### src/rtl/mcp3002_spi_responder_pkg.sv
// Shared types and constants for the MCP3002 SPI responder.
package mcp3002_pkg;
  localparam int DATA_W_DEFAULT = 10;

  // Bit positions inside last_cfg
  localparam int CFG_SGL  = 2;
  localparam int CFG_ODD  = 1;
  localparam int CFG_MSBF = 0;

  typedef enum logic [3:0] {
    IDLE, WAIT_START, GET_SGL, GET_ODD, GET_MSBF, NULL, MSB, LSB, ZERO
  } state_t;
endpackage

### src/rtl/mcp3002_spi_responder_pin_sync.sv
// Synchronizes CS, SCK and DIN into sysclk and derives SCK edge strobes.
module spi_pin_sync #(
  parameter int SYNC_STAGES = 2
) (
  input  logic i_clk,
  input  logic i_rst,
  input  logic i_cs,
  input  logic i_sck,
  input  logic i_din,
  output logic o_cs_s,
  output logic o_din_s,
  output logic o_sck_rise,
  output logic o_sck_fall
);
  logic [SYNC_STAGES-1:0] r_cs, r_sck, r_din;
  logic                   r_sck_prev;

  // Synchronizer chains; reset to the idle bus state (CS high, SCK low)
  always_ff @(posedge i_clk) begin
    if (i_rst) begin
      r_cs       <= '1;
      r_sck      <= '0;
      r_din      <= '0;
      r_sck_prev <= 1'b0;
    end else begin
      r_cs       <= {r_cs[SYNC_STAGES-2:0],  i_cs};
      r_sck      <= {r_sck[SYNC_STAGES-2:0], i_sck};
      r_din      <= {r_din[SYNC_STAGES-2:0], i_din};
      r_sck_prev <= r_sck[SYNC_STAGES-1];
    end
  end

  assign o_cs_s     = r_cs[SYNC_STAGES-1];
  assign o_din_s    = r_din[SYNC_STAGES-1];
  assign o_sck_rise =  r_sck[SYNC_STAGES-1] & ~r_sck_prev;
  assign o_sck_fall = ~r_sck[SYNC_STAGES-1] &  r_sck_prev;
endmodule

### src/rtl/mcp3002_spi_responder.sv
// MCP3002 device-side SPI emulation: command decode and serial result return.
module mcp3002_spi_responder
  import mcp3002_pkg::*;
#(
  parameter int SYNC_STAGES = 2,
  parameter int DATA_W      = DATA_W_DEFAULT
) (
  input  logic              i_sysclk,
  input  logic              i_rst,
  input  logic              i_adc_cs,
  input  logic              i_adc_sck,
  input  logic              i_sdata_to_adc,
  input  logic [DATA_W-1:0] i_sample_ch0,
  input  logic [DATA_W-1:0] i_sample_ch1,
  output logic              o_sdata_from_adc,
  output logic              o_dout_oe,
  output logic              o_conv_done,
  output logic              o_frame_abort,
  output logic [2:0]        o_last_cfg
);
  localparam int IDX_W = $clog2(DATA_W);
  localparam logic [IDX_W-1:0] IDX_TOP = IDX_W'(DATA_W - 1);

  logic w_cs_s, w_din_s, w_rise, w_fall;

  spi_pin_sync #(.SYNC_STAGES(SYNC_STAGES)) u_sync (
    .i_clk      (i_sysclk),
    .i_rst      (i_rst),
    .i_cs       (i_adc_cs),
    .i_sck      (i_adc_sck),
    .i_din      (i_sdata_to_adc),
    .o_cs_s     (w_cs_s),
    .o_din_s    (w_din_s),
    .o_sck_rise (w_rise),
    .o_sck_fall (w_fall)
  );

  state_t            r_state;
  logic [IDX_W-1:0]  r_idx;
  logic [DATA_W-1:0] r_hold;
  logic              r_sgl, r_odd, r_msbf;
  logic              r_dout, r_oe, r_done, r_abort;
  logic [2:0]        r_cfg;

  // Differential results carry a borrow in the top bit; a borrow clamps to 0
  logic [DATA_W:0]   w_diff01, w_diff10;
  logic [DATA_W-1:0] w_result;
  assign w_diff01 = {1'b0, i_sample_ch0} - {1'b0, i_sample_ch1};
  assign w_diff10 = {1'b0, i_sample_ch1} - {1'b0, i_sample_ch0};

  // Select the conversion value from the command bits received so far
  always_comb begin
    w_result = '0;
    if (r_sgl)       w_result = r_odd ? i_sample_ch1 : i_sample_ch0;
    else if (!r_odd) w_result = w_diff01[DATA_W] ? '0 : w_diff01[DATA_W-1:0];
    else             w_result = w_diff10[DATA_W] ? '0 : w_diff10[DATA_W-1:0];
  end

  // Frame FSM: CS release wins over any same-cycle SCK edge
  always_ff @(posedge i_sysclk) begin
    if (i_rst) begin
      r_state <= IDLE;
      r_idx   <= '0;
      r_hold  <= '0;
      r_sgl   <= 1'b0;
      r_odd   <= 1'b0;
      r_msbf  <= 1'b0;
      r_dout  <= 1'b0;
      r_oe    <= 1'b0;
      r_done  <= 1'b0;
      r_abort <= 1'b0;
      r_cfg   <= '0;
    end else begin
      r_done  <= 1'b0;
      r_abort <= 1'b0;
      if (r_state != IDLE && w_cs_s) begin
        r_state <= IDLE;
        r_dout  <= 1'b0;
        r_oe    <= 1'b0;
        if (r_state inside {NULL, MSB, LSB}) r_abort <= 1'b1;
      end else begin
        case (r_state)
          IDLE:       if (!w_cs_s) r_state <= WAIT_START;
          WAIT_START: if (w_rise && w_din_s) r_state <= GET_SGL;
          GET_SGL: if (w_rise) begin
            r_sgl   <= w_din_s;
            r_state <= GET_ODD;
          end
          GET_ODD: if (w_rise) begin
            r_odd   <= w_din_s;
            r_state <= GET_MSBF;
          end
          GET_MSBF: if (w_rise) begin
            r_msbf          <= w_din_s;
            r_cfg[CFG_SGL]  <= r_sgl;
            r_cfg[CFG_ODD]  <= r_odd;
            r_cfg[CFG_MSBF] <= w_din_s;
            r_hold          <= w_result;
            r_state         <= NULL;
          end
          NULL: if (w_fall) begin
            r_dout  <= 1'b0;
            r_oe    <= 1'b1;
            r_idx   <= IDX_TOP;
            r_state <= MSB;
          end
          MSB: if (w_fall) begin
            r_dout <= r_hold[r_idx];
            if (r_idx == '0) begin
              if (r_msbf) begin
                r_done  <= 1'b1;
                r_state <= ZERO;
              end else begin
                // B0 was just sent; the LSB-first tail restarts at B1
                r_idx   <= IDX_W'(1);
                r_state <= LSB;
              end
            end else begin
              r_idx <= r_idx - 1'b1;
            end
          end
          LSB: if (w_fall) begin
            r_dout <= r_hold[r_idx];
            if (r_idx == IDX_TOP) begin
              r_done  <= 1'b1;
              r_state <= ZERO;
            end else begin
              r_idx <= r_idx + 1'b1;
            end
          end
          ZERO: if (w_fall) begin
            r_dout <= 1'b0;
            r_oe   <= 1'b0;
          end
          default: r_state <= IDLE;
        endcase
      end
    end
  end

  assign o_sdata_from_adc = r_dout;
  assign o_dout_oe        = r_oe;
  assign o_conv_done      = r_done;
  assign o_frame_abort    = r_abort;
  assign o_last_cfg       = r_cfg;
endmodule

### config.mk
export PLATFORM = sky130hd
export DESIGN_NAME = mcp3002_spi_responder
export DESIGN_NICKNAME = d
export VERILOG_FILES = /design/src/rtl/mcp3002_spi_responder_pkg.sv /design/src/rtl/mcp3002_spi_responder_pin_sync.sv /design/src/rtl/mcp3002_spi_responder.sv
export SDC_FILE = /design/constraint.sdc
export NUM_CORES = 1
export LEC_CHECK = 0
export BUFFER_PORTS_ARGS = -buffer_cell sky130_fd_sc_hd__buf_2
export CAP_MARGIN = 15
export CORE_MARGIN = 2
export CORE_UTILIZATION = 65
export DETAILED_ROUTE_END_ITERATION = 12
export GPL_TIMING_DRIVEN = 1
export PLACE_DENSITY = 0.87
export SLEW_MARGIN = 30
export SYNTH_ARGS = -nofsm -noshare
export SYNTH_HDL_FRONTEND = slang
export SYNTH_SLANG_ARGS = --single-unit
### constraint.sdc
create_clock -name i_sysclk -period 5.3 [get_ports i_sysclk]
set_clock_uncertainty 0.1 [all_clocks]
set_input_delay 1.06 -clock i_sysclk [delete_from_list [all_inputs] [get_ports i_sysclk]]
set_output_delay 1.06 -clock i_sysclk [all_outputs]
set_load 0.01 [all_outputs]
==> results of run 1 <==
per-layer routing:
metal,routed length (µm),track usage,vias to the layer above,share of wire
met5,0,0,-,0
met4,162,0.0741,0,0.023
met3,529,0.0401,23,0.075
met2,3140,0.446,131,0.45
met1,3200,0.400,1335,0.46
li1,-,-,1434,-
critical path: stages:
cell and delay (ns):
buf_2 0.11, inv_1 0.07, ha_1 0.16, inv_1 0.06, fa_1 0.43, a21o_1 0.20
o2111ai_1 0.27, nand2_2 0.19, a221oi_1 0.33, o32ai_1 0.14
cell type report:
cell class / count / area, µm² / share of cell area
clock buffer: 5 / 68.8 / 0.0211
clock inverter: 3 / 40.0 / 0.0123
inverter: 32 / 120 / 0.0368
multi-input combinational: 303 / 2130 / 0.653
sequential: 34 / 682 / 0.209
tap: 52 / 65.1 / 0.0199
timing repair buffer: 31 / 155 / 0.0475
registers in the layout, summed over array words and instances, names as in the netlist, 2 cells and up:
signal and flops:
u_sync.r_din 2, u_sync.r_sck 2, r_hold 10, u_sync.r_cs 2
o_last_cfg 3, r_idx 4, r_state 4
synth_stat cells (5+ instances only):
| master | instances | area, µm² |
|---|---|---|
| nor3_1 | 10 | 50.1 |
| buf_2 | 9 | 45.0 |
| a31oi_1 | 6 | 37.5 |
| inv_1 | 31 | 116 |
| a21o_1 | 7 | 52.6 |
| nor2_1 | 29 | 109 |
| nand2_1 | 29 | 109 |
| o21ai_0 | 18 | 90.1 |
| xnor2_1 | 8 | 70.1 |
| a211oi_1 | 9 | 67.6 |
| mux2i_1 | 17 | 170 |
| nor2b_1 | 11 | 68.8 |
| clkbuf_1 | 12 | 45.0 |
| nand3_1 | 14 | 70.1 |
| a21oi_1 | 41 | 205 |
| dfxtp_1 | 34 | 681 |
| ha_1 | 24 | 300 |
| o21a_1 | 5 | 37.5 |
path summary, 6_finish.rpt:
path / startpoint / to / cells past startpoint
hold reg to reg: u_sync.r_cs[0]$_SDFF_PP1_ / u_sync.r_cs[1]$_SDFF_PP1_ / 1
setup / recovery: i_sample_ch0[0] / r_hold[5]$_SDFFE_PP0P_ / 10
hold / removal: u_sync.r_cs[0]$_SDFF_PP1_ / u_sync.r_cs[1]$_SDFF_PP1_ / 1
setup reg to reg: r_state[0]$_SDFFE_PP0P_ / r_hold[5]$_SDFFE_PP0P_ / 5
kinds of logic (layout without fill, tap and decap cells):
group / count (synthesis) / after routing / share of synthesized area
adder cells (fa/ha/maj): 26 / 26 / 0.111
multiplexers: 20 / 20 / 0.0741
XOR/XNOR: 10 / 10 / 0.0287
buffers and inverters: 57 / 71 / 0.0798
AO/OA/AOI/OAI: 114 / 114 / 0.251
AND/OR/NAND/NOR: 133 / 133 / 0.233
flip-flops: 34 / 34 / 0.223
report_power, final:
part / switching [mW] / total, mW / internal [mW] / leakage, nW
registers: 0.0298 / 0.294 / 0.264 / 0.276
clock network: 0.0933 / 0.232 / 0.138 / 0.0579
logic: 0.147 / 0.251 / 0.104 / 1.01
total: 0.270 / 0.776 / 0.506 / 1.34
metrics by stage:
stage          utilization  hold slack (ns)
6_report             0.734            0.310
5_1_grt              0.734            0.337
4_1_cts              0.734            0.315
3_5_place_dp         0.710            0.298
3_3_place_gp         0.709            0.291
2_1_floorplan            -            0.289
==> summary.md, run 1 <==
| Metric | Value |
|---|---|
| Clock buffer depth | `2` |
| Tightest Pin Transition | `0.786 ns` |
| Critical path class | `in -> reg` |
| Worst path required time | `5.34 ns` |
| Number of detailed-route iterations in the first pass | `8` |
| Worst setup SP type | `input pin` |
| Synth unique cells | `60` |
| TritonCTS buffer count | `5` |
| Flops & latches, synth | `34` |
| Status | `complete, no violations` |
| Post-Syn Area | `3060 µm²` |
| Vias in the first global route | `2674` |
| Final Max Slew Viols | `0` |
| Area grow syn2layout | `6.75%` |
| First-pass GRT wire length | `11.9 mm` |
| Worst IR drop on VDD | `0.233 mV` |
| Layout cells sized above 1 | `0.142` |
| Gate Count Post-Synth | `394` |
| Leak pwr | `1.34 nW` |
| Final setup viols | `0` |
| Most common cell after layout, fill and taps aside | `a21oi_1` |
| Nets | `458` |
| GPL Wtd Cong | `0.912` |
| Hold_buf cts | `0` |
| WL/cell | `15.3 µm` |
| GRT overflow | `0` |
| Crit path time final | `2.98 ns` |
| Commonest cells after routing, fill and taps aside | `a21oi_1, dfxtp_1, inv_1, buf_2` |
| Clk root buf | `clkbuf_8` |
| Period utilisation layout | `0.561` |
| Power, Total | `0.776 mW` |
| DP Area | `3150 µm²` |
| Initial core utilization | `0.688` |
| DIE AREA | `5270 µm²` |
| CP arrival | `3.02 ns` |
| Worst-Skew Late Latency | `0.29 ns` |
| Initial antenna violation count | `0` |
| EDFF count, synth | `0` |
| Port bufs | `31` |
| Final ANT Viol Nets | `0` |
| # IOs | `32` |
| FILL cells | `361` |
| Post-CTS setup buffer count | `0` |
| Avg Synthesized Cell Area | `7.76 µm²` |
| Drt drc | `0` |
| Crit end category | `register` |
| Die height | `72.6 µm` |
| Die width | `72.6 µm` |
| Vias | `2923` |
| Clock-pin slew on the worst setup and hold paths | `0.07 ns` |
| CTS tree | `built` |
| Ys Warns | `0` |
| Syn Nets | `445` |
| Sequential-to-total area share from yosys stat | `0.223` |
| DP HPWL | `5.25 mm` |
| Post-layout instance area | `3260 µm²` |
| Slew headroom | `0.476` |
| Sink Count | `34` |
| CTS H-tree lvls | `2` |
| Fmax | `336 MHz` |
| Post-CTS resize count | `0` |
| Final worst slack | `2.32 ns` |
| Setup WS pre-CTS | `2.10 ns` |
| Fin Setup TNS | `0 ns` |
| Post-synth ARST share | `0` |
| Power Dens Cells | `238 nW/µm²` |
| Final hold viol count | `0` |
| Ys flop type | `dfxtp_1` |
| Diode count | `0` |
| Core Box Area | `4440 µm²` |
| Non-Filler Instances | `460` |
| RSZ-0062 raised after global routing | `no` |
| Largest net degree at the start of global routing | `31` |
| Tot GR Track Use | `0.281` |
| DR iter-0 viols | `320` |
| Via density | `6.35` |
| # rows | `24` |
| Max Cap Viol | `0` |
| Final wirelength | `7.04 mm` |
| Worst reg2reg setup slack | `2.73 ns` |
| Max Fanout on Critical Path | `9` |
| Placed insts | `452` |
| Worst hold path class | `reg -> reg` |
Power figures use the tool's default switching activity.
==> inputs of run 2 (changes only) <==
--- a/config.mk
+++ b/config.mk
@@ -8,10 +8,10 @@
 export BUFFER_PORTS_ARGS = -buffer_cell sky130_fd_sc_hd__buf_2
 export CAP_MARGIN = 15
 export CORE_MARGIN = 2
-export CORE_UTILIZATION = 65
+export CORE_UTILIZATION = 54
 export DETAILED_ROUTE_END_ITERATION = 12
 export GPL_TIMING_DRIVEN = 1
-export PLACE_DENSITY = 0.87
+export PLACE_DENSITY = 0.77
 export SLEW_MARGIN = 30
 export SYNTH_ARGS = -nofsm -noshare
 export SYNTH_HDL_FRONTEND = slang
==> constraint.sdc (replaced) <==
create_clock -name i_sysclk -period 2.5 [get_ports i_sysclk]
set_clock_uncertainty 0.1 [all_clocks]
set_input_delay 0.5 -clock i_sysclk [delete_from_list [all_inputs] [get_ports i_sysclk]]
set_output_delay 0.5 -clock i_sysclk [all_outputs]
set_load 0.01 [all_outputs]
==> run 2 against run 1 <==
Setup slack worse by 2.1 ns. Sequential power up 97%. Sequential share of layout area fell by 1.3 points. First-iteration DRC count decreased by 29%. Non-clock buffer count grew 22. Worst hold slack lost 0.019 ns. Register-to-register slack got worse by 2.4 ns. Critical path depth did not move. Combinational power up 150%. Clock-buffer cell count is the same. Global-route usage fell by 3.5 points. Cell count rose by 9.1%. Critical endpoint unchanged. Largest cell class unchanged. Highest routed layer unchanged.
==> summary.md, run 2 (synthesis results as in run 1) <==
| Metric | Value |
|---|---|
| Status | `complete, no violations` |
| CTS tree | `built` |
| Layout cells sized above 1 | `0.184` |
| FF-to-FF End | `r_state[3]$_SDFFE_PP0P_` |
| Worst-Skew Late Latency | `0.30 ns` |
| FF+latch area | `681 µm²` |
| GPL Wtd Cong | `0.922` |
| Final setup viols | `0` |
| # rows | `27` |
| Period utilisation layout | `0.926` |
| # IOs | `32` |
| Clock-pin slew on the worst setup and hold paths | `0.07 ns` |
| Met3 WL post-DR | `429 µm` |
| Via density | `5.92` |
| GRT overflow | `0` |
| Max Fanout on Critical Path | `9` |
| Number of detailed-route iterations in the first pass | `5` |
| Worst hold path class | `in -> reg` |
| Final wirelength | `7.56 mm` |
| Post-layout instance area | `3480 µm²` |
| Worst reg2reg setup slack | `0.30 ns` |
| CP most frequent cell | `inv_1` |
| Vias | `2971` |
| Fin Setup TNS | `0 ns` |
| FILL cells | `486` |
| Clk root buf | `clkbuf_8` |
| DP Area | `3340 µm²` |
| DP HPWL | `5.65 mm` |
| Clock buffer depth | `2` |
| Sink Count | `34` |
| Initial antenna violation count | `0` |
| Fmax | `432 MHz` |
| Metal1 wirelength | `3.31 mm` |
| Leak pwr | `1.46 nW` |
| Worst r2r src | `r_state[3]$_SDFFE_PP0P_` |
| Core Box Area | `5470 µm²` |
| Worst Reg-to-Reg Cells | `6` |
| Met2 WL | `3.59 mm` |
| Critical Path Slowest Stage Cell | `fa_1` |
| Die width | `79.2 µm` |
| Highest Signal Layer | `met4` |
| Power Dens Cells | `524 nW/µm²` |
| Initial core utilization | `0.559` |
| Largest register by flop count | `r_hold` |
| Tightest Pin Transition | `0.503 ns` |
| CP Depth | `10` |
| Area grow syn2layout | `13.9%` |
| Port bufs | `31` |
| Vias in the first global route | `2695` |
| Worst IR drop on VDD | `0.381 mV` |
| Largest regs | `r_hold (10), r_idx (4), r_state (4)` |
| Area of the multi-input gates | `2130 µm²` |
| Final Max Slew Viols | `0` |
| Diode count | `0` |
| Drt drc | `0` |
| Slew headroom | `0.663` |
| Post-CTS setup buffer count | `0` |
| First-pass GRT wire length | `12.4 mm` |
| Crit path buf inv count | `3` |
| Crit path time final | `2.32 ns` |
| Worst path required time | `2.58 ns` |
| TritonCTS buffer count | `5` |
| Post-CTS resize count | `0` |
| WL/cell | `15.1 µm` |
| Final hold viol count | `0` |
| Power, Total | `1.83 mW` |
| Hold_buf cts | `0` |
| Worst setup endpoint | `r_hold[5]$_SDFFE_PP0P_` |
| Largest net degree at the start of global routing | `21` |
| Fin util | `0.636` |
| Worst setup SP type | `input pin` |
| CP Cell Sequence | `buf_2, inv_1, ha_1, inv_1, fa_1, a21o_1, o2111ai_2, nand2_2, a221oi_1, o32ai_1` |
| CP max stage delay | `0.43 ns` |
| Delay-heaviest family, CP | `compound AO/OA/AOI/OAI gates` |
| Max reg flops | `10` |
| Max Cap Viol | `0` |
| Crit path launch | `i_sample_ch1[0]` |
| Tot GR Track Use | `0.246` |
| Final ANT Viol Nets | `0` |
| RSZ-0062 raised after global routing | `no` |
| DIE AREA | `6280 µm²` |
| DR iter-0 viols | `228` |
| CP arrival | `2.39 ns` |
| Fin Hold WS | `0.290 ns` |
| Critical path class | `in -> reg` |
| Commonest cells after routing, fill and taps aside | `a21oi_1, dfxtp_1, inv_1, buf_2` |
| Nets | `480` |
| Crit end category | `register` |
| Die height | `79.2 µm` |
| Most common cell after layout, fill and taps aside | `a21oi_1` |
| CTS H-tree lvls | `2` |
[run 2: cell types whose count changed in the layout (fill, tap and decap cells not counted)]
cell,change
clkinv_2,-2
clkinv_4,+1
buf_4,+22
dfxtp_1,+1
dfxtp_2,-1
bufinv_16,+1
[run 2: per-layer routing]
metal | up-vias | global-route usage
met3 | 24 | 0.0432
met5 | - | 0
met2 | 105 | 0.408
met4 | 0 | 0.102
li1 | 1471 | -
met1 | 1371 | 0.314
[run 2: worst reg2reg max path, cell delays in order (launching register included)]
cell and delay [ns]:
dfxtp_1 0.58, nand2b_1 0.37, nor2_1 0.10, a21oi_1 0.19, o2111ai_2 0.24, or3b_1 0.41, a21oi_1 0.14
[run 2: cell type report]
class	count	share of cell area
clock inverter	3	0.0198
inverter	32	0.0345
tap	72	0.0259
timing repair buffer	53	0.0920
sequential	34	0.196
clock buffer	5	0.0198
multi-input combinational	303	0.613
[run 2: how the worst min path moves through the flow]
stage / start / slack [ns] / end / depth (start not counted)
after detailed placement: u_sync.r_cs[0]$_SDFF_PP1_ / 0.32 / u_sync.r_cs[1]$_SDFF_PP1_ / 1
final: i_adc_cs / 0.29 / u_sync.r_cs[0]$_SDFF_PP1_ / 2
after CTS: i_adc_cs / 0.29 / u_sync.r_cs[0]$_SDFF_PP1_ / 2
after floorplan: u_sync.r_cs[0]$_SDFF_PP1_ / 0.29 / u_sync.r_cs[1]$_SDFF_PP1_ / 1
after global placement: u_sync.r_cs[0]$_SDFF_PP1_ / 0.29 / u_sync.r_cs[1]$_SDFF_PP1_ / 1
after global routing: i_adc_cs / 0.28 / u_sync.r_cs[0]$_SDFF_PP1_ / 2
[run 2: where the power goes]
part           internal [mW]  leakage (nW)  switching (mW)  total, mW
clock network          0.400        0.0683           0.224      0.624
registers              0.559         0.275          0.0204      0.580
logic                  0.255          1.11           0.367      0.622
[run 2: per-stage QoR]
step,std cells,setup slack [ns]
after detailed placement,494,-0.112
after global placement,494,0.0151
after CTS,502,0.191
after floorplan,394,0.169
after global routing,502,0.0688
final,502,0.185
